===== src/rtl/param_commit_pkg.sv =====
// param_commit_pkg: shared widths, FSM encoding and default parameter bank
package param_commit_pkg;
    localparam int PARAM_W = 32;
    localparam int ADDR_W = 8;
    localparam logic [1:0] S_IDLE = 2'd0;
    localparam logic [1:0] S_DRAIN = 2'd1;
    localparam logic [1:0] S_COMMIT = 2'd2;
    // lce, gamma_dyn, gamma_sta, BDAMP_1, BDAMP_2, BDAMP_chain, clk_divider, spare (entry 0 in LSBs)
    localparam logic [8*PARAM_W-1:0] DEFAULT_RESET_VALS = {
        32'h0000_0000, 32'h0000_0000, 32'h3C58_44D0, 32'h3D14_4674,
        32'h3E71_4120, 32'h42A0_0000, 32'h42A0_0000, 32'h3F8C_CCCD
    };
endpackage


===== src/rtl/param_commit_ctrl_if.sv =====
// param_commit_ctrl_if: host-side parameter write strobe bus
interface param_commit_ctrl_if;
    import param_commit_pkg::*;
    logic wr_stb;
    logic [ADDR_W-1:0] wr_addr;
    logic [PARAM_W-1:0] wr_data;
    modport master(output wr_stb, output wr_addr, output wr_data);
    modport slave(input wr_stb, input wr_addr, input wr_data);
endinterface


===== src/rtl/param_fifo.sv =====
// param_fifo: synchronous write queue with full/empty/level status
module param_fifo
    import param_commit_pkg::*;
#(
    parameter int W = ADDR_W + PARAM_W,
    parameter int DEPTH = 4,
    localparam int AW = $clog2(DEPTH)
) (
    input  logic         clk,
    input  logic         reset_n,
    input  logic         push,
    input  logic         pop,
    input  logic [W-1:0] wdata,
    output logic [W-1:0] rdata,
    output logic         full,
    output logic         empty,
    output logic [AW:0]  level
);
    logic [W-1:0] mem_q [DEPTH];
    logic [W-1:0] mem_d [DEPTH];
    logic [AW-1:0] wptr_q, wptr_d, rptr_q, rptr_d;
    logic [AW:0] level_q, level_d;
    logic do_push, do_pop;

    always_comb begin
        full = level_q == (AW+1)'(DEPTH);
        empty = level_q == '0;
        do_push = push && !full;
        do_pop = pop && !empty;
        mem_d = mem_q;
        if (do_push) mem_d[wptr_q] = wdata;
        wptr_d = wptr_q + AW'(do_push);
        rptr_d = rptr_q + AW'(do_pop);
        level_d = level_q + (AW+1)'(do_push) - (AW+1)'(do_pop);
        rdata = mem_q[rptr_q];
        level = level_q;
    end

    always_ff @(posedge clk or negedge reset_n) begin
        if (!reset_n) begin
            for (int i = 0; i < DEPTH; i++) mem_q[i] <= '0;
            wptr_q <= '0;
            rptr_q <= '0;
            level_q <= '0;
        end else begin
            mem_q <= mem_d;
            wptr_q <= wptr_d;
            rptr_q <= rptr_d;
            level_q <= level_d;
        end
    end
endmodule


===== src/rtl/param_commit_ctrl.sv =====
// param_commit_ctrl: queues host parameter writes and commits them atomically on sim_tick
module param_commit_ctrl
    import param_commit_pkg::*;
#(
    parameter int NPARAM = 8,
    parameter int FIFO_DEPTH = 4,
    parameter logic [NPARAM*PARAM_W-1:0] RESET_VALS = '0,
    localparam int LW = $clog2(FIFO_DEPTH) + 1
) (
    input  logic                       clk,
    input  logic                       reset_n,
    param_commit_ctrl_if.slave         wr,
    input  logic                       sim_tick,
    input  logic                       clr_err,
    output logic [NPARAM*PARAM_W-1:0]  params_out,
    output logic                       commit,
    output logic                       busy,
    output logic [LW-1:0]              fifo_level,
    output logic                       err_overflow,
    output logic                       err_badaddr,
    output logic                       err_tickmiss
);
    logic [ADDR_W+PARAM_W-1:0] rd_ent;
    logic [ADDR_W-1:0] rd_addr;
    logic [PARAM_W-1:0] rd_data;
    logic full, empty, pop, addr_ok;
    logic [1:0] state_q, state_d;
    logic [LW-1:0] n_drain_q, n_drain_d;
    logic [PARAM_W-1:0] shadow_q [NPARAM];
    logic [PARAM_W-1:0] shadow_d [NPARAM];
    logic [PARAM_W-1:0] live_q [NPARAM];
    logic [PARAM_W-1:0] live_d [NPARAM];
    logic commit_q, commit_d, ovf_q, ovf_d, bad_q, bad_d, miss_q, miss_d;

    param_fifo #(.W(ADDR_W + PARAM_W), .DEPTH(FIFO_DEPTH)) u_fifo (
        .clk(clk),
        .reset_n(reset_n),
        .push(wr.wr_stb),
        .pop(pop),
        .wdata({wr.wr_addr, wr.wr_data}),
        .rdata(rd_ent),
        .full(full),
        .empty(empty),
        .level(fifo_level)
    );

    always_comb begin
        rd_addr = rd_ent[PARAM_W +: ADDR_W];
        rd_data = rd_ent[PARAM_W-1:0];
        pop = (state_q == S_DRAIN) && !empty;
        addr_ok = {1'b0, rd_addr} < (ADDR_W+1)'(NPARAM);
        // occupancy is snapshotted at the tick so later pushes wait for the next tick
        state_d = (state_q == S_IDLE) ? (sim_tick ? ((fifo_level != '0) ? S_DRAIN : S_COMMIT) : S_IDLE) :
                  (state_q == S_DRAIN) ? ((n_drain_q == LW'(1)) ? S_COMMIT : S_DRAIN) : S_IDLE;
        n_drain_d = (state_q == S_IDLE && sim_tick) ? fifo_level :
                    (state_q == S_DRAIN) ? n_drain_q - LW'(1) : n_drain_q;
        shadow_d = shadow_q;
        for (int i = 0; i < NPARAM; i++)
            if (pop && rd_addr == ADDR_W'(i)) shadow_d[i] = rd_data;
        live_d = live_q;
        if (state_q == S_COMMIT) live_d = shadow_q;
        commit_d = state_q == S_COMMIT;
        ovf_d = (wr.wr_stb && full) || (ovf_q && !clr_err);
        bad_d = (pop && !addr_ok) || (bad_q && !clr_err);
        miss_d = (sim_tick && state_q != S_IDLE) || (miss_q && !clr_err);
    end

    always_ff @(posedge clk or negedge reset_n) begin
        if (!reset_n) begin
            for (int i = 0; i < NPARAM; i++) begin
                shadow_q[i] <= RESET_VALS[i*PARAM_W +: PARAM_W];
                live_q[i] <= RESET_VALS[i*PARAM_W +: PARAM_W];
            end
            state_q <= S_IDLE;
            n_drain_q <= '0;
            commit_q <= 1'b0;
            ovf_q <= 1'b0;
            bad_q <= 1'b0;
            miss_q <= 1'b0;
        end else begin
            shadow_q <= shadow_d;
            live_q <= live_d;
            state_q <= state_d;
            n_drain_q <= n_drain_d;
            commit_q <= commit_d;
            ovf_q <= ovf_d;
            bad_q <= bad_d;
            miss_q <= miss_d;
        end
    end

    for (genvar i = 0; i < NPARAM; i++) begin : g_out
        assign params_out[i*PARAM_W +: PARAM_W] = live_q[i];
    end

    assign commit = commit_q;
    assign busy = state_q != S_IDLE;
    assign err_overflow = ovf_q;
    assign err_badaddr = bad_q;
    assign err_tickmiss = miss_q;
endmodule

===== src/flat_wrapper.sv =====
// flat-port wrapper written by rule: the top's interface ports become plain ports
module param_commit_ctrl_flat import param_commit_pkg::*;
#(
    parameter int NPARAM = 8,
    parameter int FIFO_DEPTH = 4,
    parameter logic [NPARAM*PARAM_W-1:0] RESET_VALS = '0,
    localparam int LW = $clog2(FIFO_DEPTH) + 1
)
  (clk, reset_n, sim_tick, clr_err, params_out, commit, busy, fifo_level, err_overflow, err_badaddr, err_tickmiss, wr_wr_stb, wr_wr_addr, wr_wr_data);
  param_commit_ctrl_if wr_i ();
  input  logic clk;
  input  logic reset_n;
  input  logic sim_tick;
  input  logic clr_err;
  output logic [NPARAM*PARAM_W-1:0] params_out;
  output logic commit;
  output logic busy;
  output logic [LW-1:0] fifo_level;
  output logic err_overflow;
  output logic err_badaddr;
  output logic err_tickmiss;
  input wire logic [$bits(wr_i.wr_stb)-1:0] wr_wr_stb;
  input wire logic [$bits(wr_i.wr_addr)-1:0] wr_wr_addr;
  input wire logic [$bits(wr_i.wr_data)-1:0] wr_wr_data;
  assign wr_i.wr_stb = wr_wr_stb;
  assign wr_i.wr_addr = wr_wr_addr;
  assign wr_i.wr_data = wr_wr_data;
  param_commit_ctrl #(.NPARAM(NPARAM), .FIFO_DEPTH(FIFO_DEPTH), .RESET_VALS(RESET_VALS)) u_core (.clk(clk), .reset_n(reset_n), .wr(wr_i), .sim_tick(sim_tick), .clr_err(clr_err), .params_out(params_out), .commit(commit), .busy(busy), .fifo_level(fifo_level), .err_overflow(err_overflow), .err_badaddr(err_badaddr), .err_tickmiss(err_tickmiss));
endmodule

===== config.mk =====
export PLATFORM = sky130hd
export DESIGN_NAME = param_commit_ctrl_flat
export DESIGN_NICKNAME = d
export VERILOG_FILES = /design/src/rtl/param_commit_pkg.sv /design/src/rtl/param_commit_ctrl_if.sv /design/src/rtl/param_fifo.sv /design/src/rtl/param_commit_ctrl.sv /design/src/flat_wrapper.sv
export SDC_FILE = /design/constraint.sdc
export NUM_CORES = 1
export LEC_CHECK = 0
export ABC_AREA = 1
export ABC_CLOCK_PERIOD_IN_PS = 1750
export CORE_MARGIN = 10
export CORE_UTILIZATION = 51
export CTS_CLUSTER_DIAMETER = 120
export DETAILED_ROUTE_END_ITERATION = 12
export PLACE_DENSITY = 0.73
export SLEW_MARGIN = 40
export SYNTH_ARGS = -nofsm -noshare
export SYNTH_HDL_FRONTEND = slang
export SYNTH_SLANG_ARGS = --single-unit
export TNS_END_PERCENT = 5

===== constraint.sdc =====
create_clock -name clk -period 1.75 [get_ports clk]
set_input_delay 0.175 -clock clk [delete_from_list [all_inputs] [get_ports clk]]
set_output_delay 0.175 -clock clk [all_outputs]
set_load 0.1 [all_outputs]

; Word level (Yosys, flattened, before mapping)
; Index checks and enable logic that the tools add are counted.
[word_totals]
ff_bits = 688
inputBits = 45
output_inout_bits = 264
[classes]
add_sub_neg = 5
magnitude_cmp = 4
n_eq_ne = 11
mux = 13
bitwise = 2
reduce_logical = 32
[op_table]
columns = operator, count
row1 = bitwise mux 160 bit, 1
row2 = two-way mux 40 bit, 3
row3 = binary-select mux 40 bit (select 2 bit), 1
row4 = demux 40 bit (select 2 bit), 1
row5 = equality test 8 x 3 -> 1 bit (second input constant), 4
row6 = logical AND 1 bit, 19
row7 = equality test 8 x 2 -> 1 bit (second input constant), 2
row8 = two-way mux 2 bit, 5
row9 = equality test 8 x 1 -> 1 bit (second input constant), 1
row10 = logical NOT 8 bit, 1
row11 = < comparator 8 x 4 -> 1 bit (second input constant), 1
row12 = >= comparator 3 bit (second input constant), 2
row13 = two-way mux 3 bit, 2
row14 = NOT 2 -> 3 bit, 2
row15 = adder 2 x 1 -> 2 bit, 2
row16 = logical NOT 1 bit, 4
row17 = nonzero test 2 bit, 2
row18 = adder 3 x 1 -> 3 bit, 1
row19 = equality test 3 x 1 -> 1 bit (second input constant), 1
row20 = equality test 3 bit (second input constant), 1
row21 = logical NOT 3 bit, 1
row22 = logical OR 1 bit, 3
row23 = < comparator 3 x 1 -> 1 bit (second input constant), 1
row24 = nonzero test 3 bit, 1
row25 = other kinds (5), 5

; Logic depth before layout (Yosys ltp)
; Gate-level depths: netlist of run 1.
[depth]
word_depth = 8
mapped_depth = 12

; Modules after synthesis
; A second synthesis of run 1 with hierarchy kept.
[unflattened]
hier_cells = 3322
hier_area_um2 = 28259.6
[by_module_without_submodules]
columns = mod, instances, cells_per_inst, area_each_um2, seq_area_each_um2
row1 = param_commit_ctrl, 1, 2300, 20250.7, 13037.5
row2 = param_fifo, 1, 1022, 8008.9, 4179.0

; Worst setup path before layout of run 1
; Ideal clock, no wire load.
[synth_path]
kind = reg2reg
from = register u_core.u_fifo.level_q[1] (netlist: u_core.u_fifo.level[1])
to = register u_core.u_fifo.level_q[2] (netlist: u_core.u_fifo.level[2])
setup_ns = 0.126
arrival_ns = 2.346
required_ns = 1.624
path_slack_ns = -0.722
path_stages_with_launch = 8
synth_period_minus_slack_ns = 2.472
cell_sequence = dfrtp_1 -> nor2_1 -> a21oi_4 -> xnor2_1 -> ha_1 -> inv_1 -> fa_1 -> xnor2_1
[synth_between]
elab_chain_cells = 5
word_cells_on_any_way = 9
classes_between = add/sub (2) / eq/ne (1) / reduce/logical (6)
[synth_lines]
columns = element, line_no
row1 = "start, declared", param_fifo.sv:22  ; logic [AW:0] level_q, level_d;
row2 = "start signal, assigned", param_fifo.sv:49  ; level_q <= level_d;
row3 = equality test 3 bit / logical NOT 3 bit (equally long branches), "param_fifo.sv:26, param_fifo.sv:27"
row4 = logical NOT 1 bit (on tied branches), "param_fifo.sv:28, param_fifo.sv:29, param_commit_ctrl.sv:50"
row5 = logical AND 1 bit (on tied branches), "param_fifo.sv:28, param_commit_ctrl.sv:50"
row6 = adder 3 x 1 -> 3 bit / logical AND 1 bit (equally long branches), "param_fifo.sv:34, param_fifo.sv:29"
row7 = subtractor 3 x 1 -> 3 bit (*), param_fifo.sv:34  ; level_d = level_q + (AW+1)'(do_push) - (AW+1)'(do_pop);
row8 = named net u_core.u_fifo.level_d[2], param_fifo.sv:22
; The timed path passes the listed nets; every way through them passes the cells marked *.
; A chain may end at the register's enable or synchronous reset.

; Worst setup path after layout of run 1
[layout_path]
from = register u_core.u_fifo.rptr_q[0]
to = register u_core.shadow_q[43] (netlist name)
[layout_between]
elab_chain_cells = 6
[layout_lines]
columns = element, line_no
row1 = "start, declared", param_fifo.sv:21  ; logic [AW-1:0] wptr_q, wptr_d, rptr_q, rptr_d;
row2 = "start signal, assigned", param_fifo.sv:48  ; rptr_q <= rptr_d;
row3 = NOT 2 -> 3 bit (implied by the code) (*), param_fifo.sv:35  ; rdata = mem_q[rptr_q];
row4 = binary-select mux 40 bit (select 2 bit) (*), param_fifo.sv:35
row5 = two-way mux 40 bit (implied by the code) (*) (2 in series), param_fifo.sv:35
row6 = equality test 8 x 3 -> 1 bit, param_commit_ctrl.sv:59  ; if (pop && rd_addr == ADDR_W'(i)) shadow_d[i] = rd_data;
row7 = logical AND 1 bit, param_commit_ctrl.sv:59
row8 = "end signal, assigned by index", param_commit_ctrl.sv:71  ; shadow_q[i] <= RESET_VALS[i*PARAM_W +: PARAM_W];
row9 = "end signal, assigned", param_commit_ctrl.sv:81  ; shadow_q <= shadow_d;
row10 = "end, declared", param_commit_ctrl.sv:29  ; logic [PARAM_W-1:0] shadow_q [NPARAM];
; Mark *: on every way between the ends. The rest lies on a longest branch, timed or not. The select of a mux whose other input is x is not followed.

==> metrics.cfg, run 1 <==
[finish]
fin_nets = 3494
num_antenna_cells = 0
final_area_mm2 = 0.0355
final_util_pct = 67.0
regArea_mm2 = 0.0172
mostFrequentLayoutCells = nand2_1, dfrtp_1, buf_4
syn_to_final_growth_pct = 29.3
multi_input_area_mm2 = 0.00942
drive_gt1_share_pct = 19.3
nFillCells = 4064
final_common_cell = nand2_1

[floorplan]
die_area_mm2 = 0.0635
start_util_pct = 51.8
die_h_um = 252
io_pins = 309
rows = 84
die_w_um = 252
core_mm2 = 0.0530

[worst_setup_path]
r2r-start = u_core.u_fifo.rptr_q[0]$_DFF_PN0_
reg2reg_depth = 12
critical_path_required_ns = 2.29
endpoint = u_core.shadow_q[43]$_DFFE_PN0P_
r2r_end = u_core.shadow_q[43]$_DFFE_PN0P_
crit_type = flop to flop
ff2ff_setup_slack_ns = -0.16
start_kind = flop
end_kind = flop
worstPathMaxFanout = 33
arrival_ns = 2.46
worstSetupStartpoint = u_core.u_fifo.rptr_q[0]$_DFF_PN0_

[sta]
skew_ns = 0.0269
hold-worst-slack_ns = 0.0532
final_hold_viol_count = 0
setup_viol = 258
fmax_ghz = 0.522
rsz0062_at_grt = yes
layout_min_cycle_time_ns = 1.91
fin_ws_ns = -0.165
final.period_utilization_pct = 109
tightest_slew_ns = 0.465
slew_violations = 0
relSlewSlack_pct = 69.0

[yosys]
netlist_area_mm2 = 0.0275
synth_seq_area_share_pct = 62.7
synthCells = 3073
yosysUniqueCellTypes = 30
syn_area_per_cell_um2 = 8.93
synth-seq-cells = 688
syn-num-nets = 3123
synth.area.top_cells = dfrtp_1, nand2_1, nand3_1
synth_top_area_share_pct = 62.7
yosysTopAreaCell = dfrtp_1
synth_warnings = 0

[global_route]
grt_max_degree = 76
antenna_found_initial = 0
gr-usage-all-layers_pct = 26.5
grt_remaining_overflow = 0
grt_pass1_vias = 22900
grt_pass1_wl_um = 132000

[clock_network]
clkSinkCount = 688
cts_tree = built
clockBufferDepth = 3
numCtsBuffers = 73
htree_num_levels = 3
worstSkewPairLatency_ns = 0.61
cts-root-buf = clkbuf_16
cts.clk_slew.worst_paths_ns = 0.06

[placed_design]
place_ws_ns = -0.119
hpwl_um = 55900
numPortBuffers = 308
gp_congestion = 0.853
postPlaceCellArea_mm2 = 0.0324

[detailed_routing]
vias_per_cell = 5.51
num_vias = 23100
wire_per_inst_um = 20.3
post-route-drc-count = 0
drtIter0Drc = 2744
finalWirelength_um = 84900
drt_first_pass_iters = 6
antenna_left = 0

[min_path]
hp-class = input port to async pin

[run]
maxCapViolCount = 0

[status]
violations = negative setup slack
status = finished with violations

kinds of logic (layout without fill, tap and decap cells):
logic type      count (synthesis)  in the layout  synth area share (%)
fa+ha+maj                       5              5                 0.255
flops                         688            688                  62.7
simple gates                 1852           1852                  26.8
buf+inv                       255            686                  4.43
compound gates                266            266                  5.59
xor+xnor                        7              7                 0.223
worst min path at each step:
stage	startpoint	endpoint	slack, ns	depth (start not counted)
finish	reset_n	u_core.params_out[115]$_DFFE_PN0P_	0.05	2
global route	reset_n	u_core.params_out[115]$_DFFE_PN0P_	0.10	2
CTS	reset_n	u_core.params_out[115]$_DFFE_PN0P_	0.06	2
detailed placement	reset_n	u_core.params_out[115]$_DFFE_PN0P_	0.08	1
global placement	reset_n	u_core.params_out[115]$_DFFE_PN0P_	0.08	1
floorplan	reset_n	u_core.commit$_DFF_PN0_	-0.12	0
critical path, cell delays in order (launching register included):
cell and delay, ns:
dfrtp_2 0.46, buf_6 0.15, inv_8 0.09, nand2_1 0.08, nand2_1 0.07, nand2_1 0.07, nand2_2 0.13, nand3_4 0.09
nor2_4 0.14, buf_12 0.17, buf_12 0.19, nand3_1 0.10, nand2_1 0.09
routing by layer:
layer	global-route usage [%]	vias to the layer above	share of wire, %
li1	-	10500	-
met1	35.2	11500	40
met2	43.0	1025	48
met3	5.45	157	8.6
met4	8.86	0	3.1
met5	0	-	0
cell type report:
cell class / count / area share [%]
clock inverters: 23 / 0.744
well taps: 688 / 2.43
multi-input cells: 2130 / 26.5
inverters: 62 / 0.719
flip-flops and latches: 688 / 48.5
repair buffers: 489 / 14.7
clock buffers: 112 / 6.34
cells in the mapped netlist (all sizes together):
cell,n
a21oi,4
a22o,2
a32o,1
buf,108
clkbuf,85
dfrtp,688
fa,1
ha,4
inv,62
nand2,1486
nand3,281
nand3b,1
nor2,84
o211ai,1
o21ai,224
o221ai,1
o22ai,33
xnor2,3
xor2,4
registers in the layout (all words and copies together) (netlist names):
signal,cells
u_core.u_fifo.wptr_q,2
u_core.u_fifo.rptr_q,2
u_core.u_fifo.level,3
u_core.n_drain_q,3
u_core.err_tickmiss,1
u_core.state_q,2
u_core.commit,1
u_core.err_overflow,1
u_core.shadow_q,256
u_core.err_badaddr,1
u_core.u_fifo.mem_q,160
u_core.params_out,256
metrics by stage:
stage / TNS, ns / instances
floorplan: -3.76 / 3073
global placement: -2.90 / 4043
detailed placement: -13.60 / 4043
CTS: -4.91 / 4189
global route: -42.88 / 4192
finish: -20.39 / 4192
what timing repair did:
action | 4_1_cts | 5_1_grt
buffers inserted | 8 | 2
hold buffers | 1 | 0
pin swaps | 22 | 22
endpoints found under the hold margin | 347 | 0
setup endpoints to repair | 258 | 276
gates resized for setup | 45 | 40
gates cloned | 3 | 1
Power of run 1 is left out: the tool's default activity adds up to more than one toggle a clock period on the data nets, which glitch-free logic cannot reach.
==> run 2: changes to the inputs <==
Settings changed: HOLD_SLACK_MARGIN set to 0.05.
==> results of run 2 <==
Final layout, timing and power as in run 1 (identical DEF).
Power of run 2 is left out for the same reason.
==> run 3: changes to the inputs <==
Settings changed: CAP_MARGIN set to 20, GPL_TIMING_DRIVEN set to 0.
==> run 3 against run 2 <==
The flow finishes with violations (negative hold slack, negative setup slack). Clock skew decreased by 0.0043 ns. Global-route usage rose by 1.5 points. Flip-flop and latch count unchanged. Via count rose by 3.1%. Register-to-register slack worse by 0.095 ns. Fmax shrank 4.7%. Routed wire length rose by 6.3%. First-iteration DRC count decreased by 2.2%. Utilization decreased by 1.1 points. Cell count increased by 2.3%. Clock-buffer cell count shrank 7.
==> metrics.cfg, run 3 (synthesis gave the netlist of run 1 again) <==
[detailed_routing]
vias_per_cell = 5.56
wl_met2_um = 43000
drt_first_pass_iters = 5
dr_wl_met3_um = 8590
wire_per_inst_um = 21.1
finalWirelength_um = 90300
num_vias = 23800
top_layer_used = met4
wl_met1_um = 34800
post-route-drc-count = 0
drtIter0Drc = 2685
antenna_left = 0

[worst_setup_path]
reg2reg_depth = 8
critical_path_required_ns = 2.28
r2r_end = u_core.shadow_q[73]$_DFFE_PN0P_
ff2ff_setup_slack_ns = -0.26
cp_cell_sequence = inv_4 > buf_2 > clkbuf_4 > o21ai_0 > o22ai_4 > buf_8 > nand3_1 > nand2_1
arrival_ns = 2.54
cpPeakStageDelay_ns = 0.49
slowest_stage = dfrtp_2
crit_type = flop to flop
r2r-start = u_core.u_fifo.rptr_q[0]$_DFF_PN0_
start_kind = flop
end_kind = flop
worstPathMaxFanout = 10

[placed_design]
gp_congestion = 0.900
hpwl_um = 62200
postPlaceCellArea_mm2 = 0.0307
numPortBuffers = 308

[floorplan]
core_mm2 = 0.0530
io_pins = 309
die_h_um = 252
rows = 84
start_util_pct = 51.8
die_w_um = 252
die_area_mm2 = 0.0635

[finish]
regArea_mm2 = 0.0172
multi_input_area_mm2 = 0.00970
syn_to_final_growth_pct = 27.2
final_common_cell = nand2_1
drive_gt1_share_pct = 20.5
nFillCells = 4228
final_area_mm2 = 0.0349
fin_nets = 3602
mostFrequentLayoutCells = nand2_1, dfrtp_1, buf_2

[sta]
final.period_utilization_pct = 115
relSlewSlack_pct = 50.2
final_hold_viol_count = 88
slew_violations = 0
rsz0062_at_grt = yes
skew_ns = 0.0227
setup_viol = 259
fin_ws_ns = -0.260
hold-worst-slack_ns = -0.168
layout_min_cycle_time_ns = 2.01
tightest_slew_ns = 0.748
fmax_ghz = 0.497

[clock_network]
clockBufferDepth = 3
numCtsBuffers = 70
cts_tree = built
worstSkewPairLatency_ns = 0.61
clkSinkCount = 688
cts.clk_slew.worst_paths_ns = 0.06
htree_num_levels = 3
cts-root-buf = clkbuf_16

[global_route]
grt_pass1_vias = 23700
grt_remaining_overflow = 0
gr-usage-all-layers_pct = 28.0
grt_pass1_wl_um = 138000
antenna_found_initial = 0
grt_max_degree = 124

[status]
violations = negative hold slack, negative setup slack
status = finished with violations

[run]
maxCapViolCount = 0

[min_path]
hp-class = input port to async pin

## run 3: cell types whose count changed in the layout (fill, tap and decap cells not counted), sizes merged
cell / previous run / this run
buf: 444 / 466
bufinv: 5 / 2
clkbuf: 113 / 194
clkinv: 16 / 10
diode: 0 / 1
## run 3: critical path: cells and delay by family, from the launching register on
family	cells	cell delay, ns
flip-flops	1	0.49
AO/OA/AOI/OAI	2	0.45
AND/OR/NAND/NOR	2	0.19
buffers and inverters	4	0.80
## run 3: area by class of cell
type	instances	area share [%]
Clock buffer	105	6.01
Multi-Input combinational cell	2130	27.8
Buffer	193	4.28
Antenna cell	1	0.00717
Inverter	62	0.681
Sequential cell	688	49.4
Timing Repair Buffer	406	9.06
Clock inverter	13	0.337
Tap cell	688	2.47
Timing Repair inverter	1	0.0215
## run 3: routing by layer
layer	up-vias	global-route usage, %
li1	10700	-
met1	11800	35.6
met2	1137	45.6
met3	209	6.22
met4	0	12.5
met5	-	0
## run 3: worst max-delay path by stage
stage | endpoint | slack, ns | start
detailed placement | u_core.params_out[194]$_DFFE_PN0P_ | -0.80 | u_core.state_q[0]$_DFF_PN0_
floorplan | u_core.u_fifo.level[2]$_DFF_PN0_ | -0.14 | u_core.u_fifo.level[0]$_DFF_PN0_
CTS | u_core.shadow_q[103]$_DFFE_PN0P_ | -0.20 | u_core.u_fifo.rptr_q[0]$_DFF_PN0_
global placement | u_core.u_fifo.level[0]$_DFF_PN0_ | -32.99 | reset_n
global route | u_core.shadow_q[57]$_DFFE_PN0P_ | -0.28 | u_core.u_fifo.rptr_q[0]$_DFF_PN0_
finish | u_core.shadow_q[73]$_DFFE_PN0P_ | -0.26 | u_core.u_fifo.rptr_q[0]$_DFF_PN0_
## run 3: stage by stage
step	cells	setup WS, ns	setup TNS, ns	utilization (%)
2_1_floorplan	3073	-0.145	-3.76	-
3_3_place_gp	4069	-32.99	-	59.3
3_5_place_dp	4087	-0.802	-354.93	57.9
4_1_cts	4275	-0.202	-69.64	65.1
5_1_grt	4286	-0.285	-64.69	65.9
6_report	4287	-0.260	-48.40	65.9
## run 3: timing repair
action                                  CTS  global route
resized for setup                       255           111
setup buffers                            58             4
gates cloned                             11             2
hold buffers                              1             5
endpoints found under the setup margin  770           779
pin swaps                                39            10
endpoints found under the hold margin   120           120
Power of run 3 is left out for the same reason.
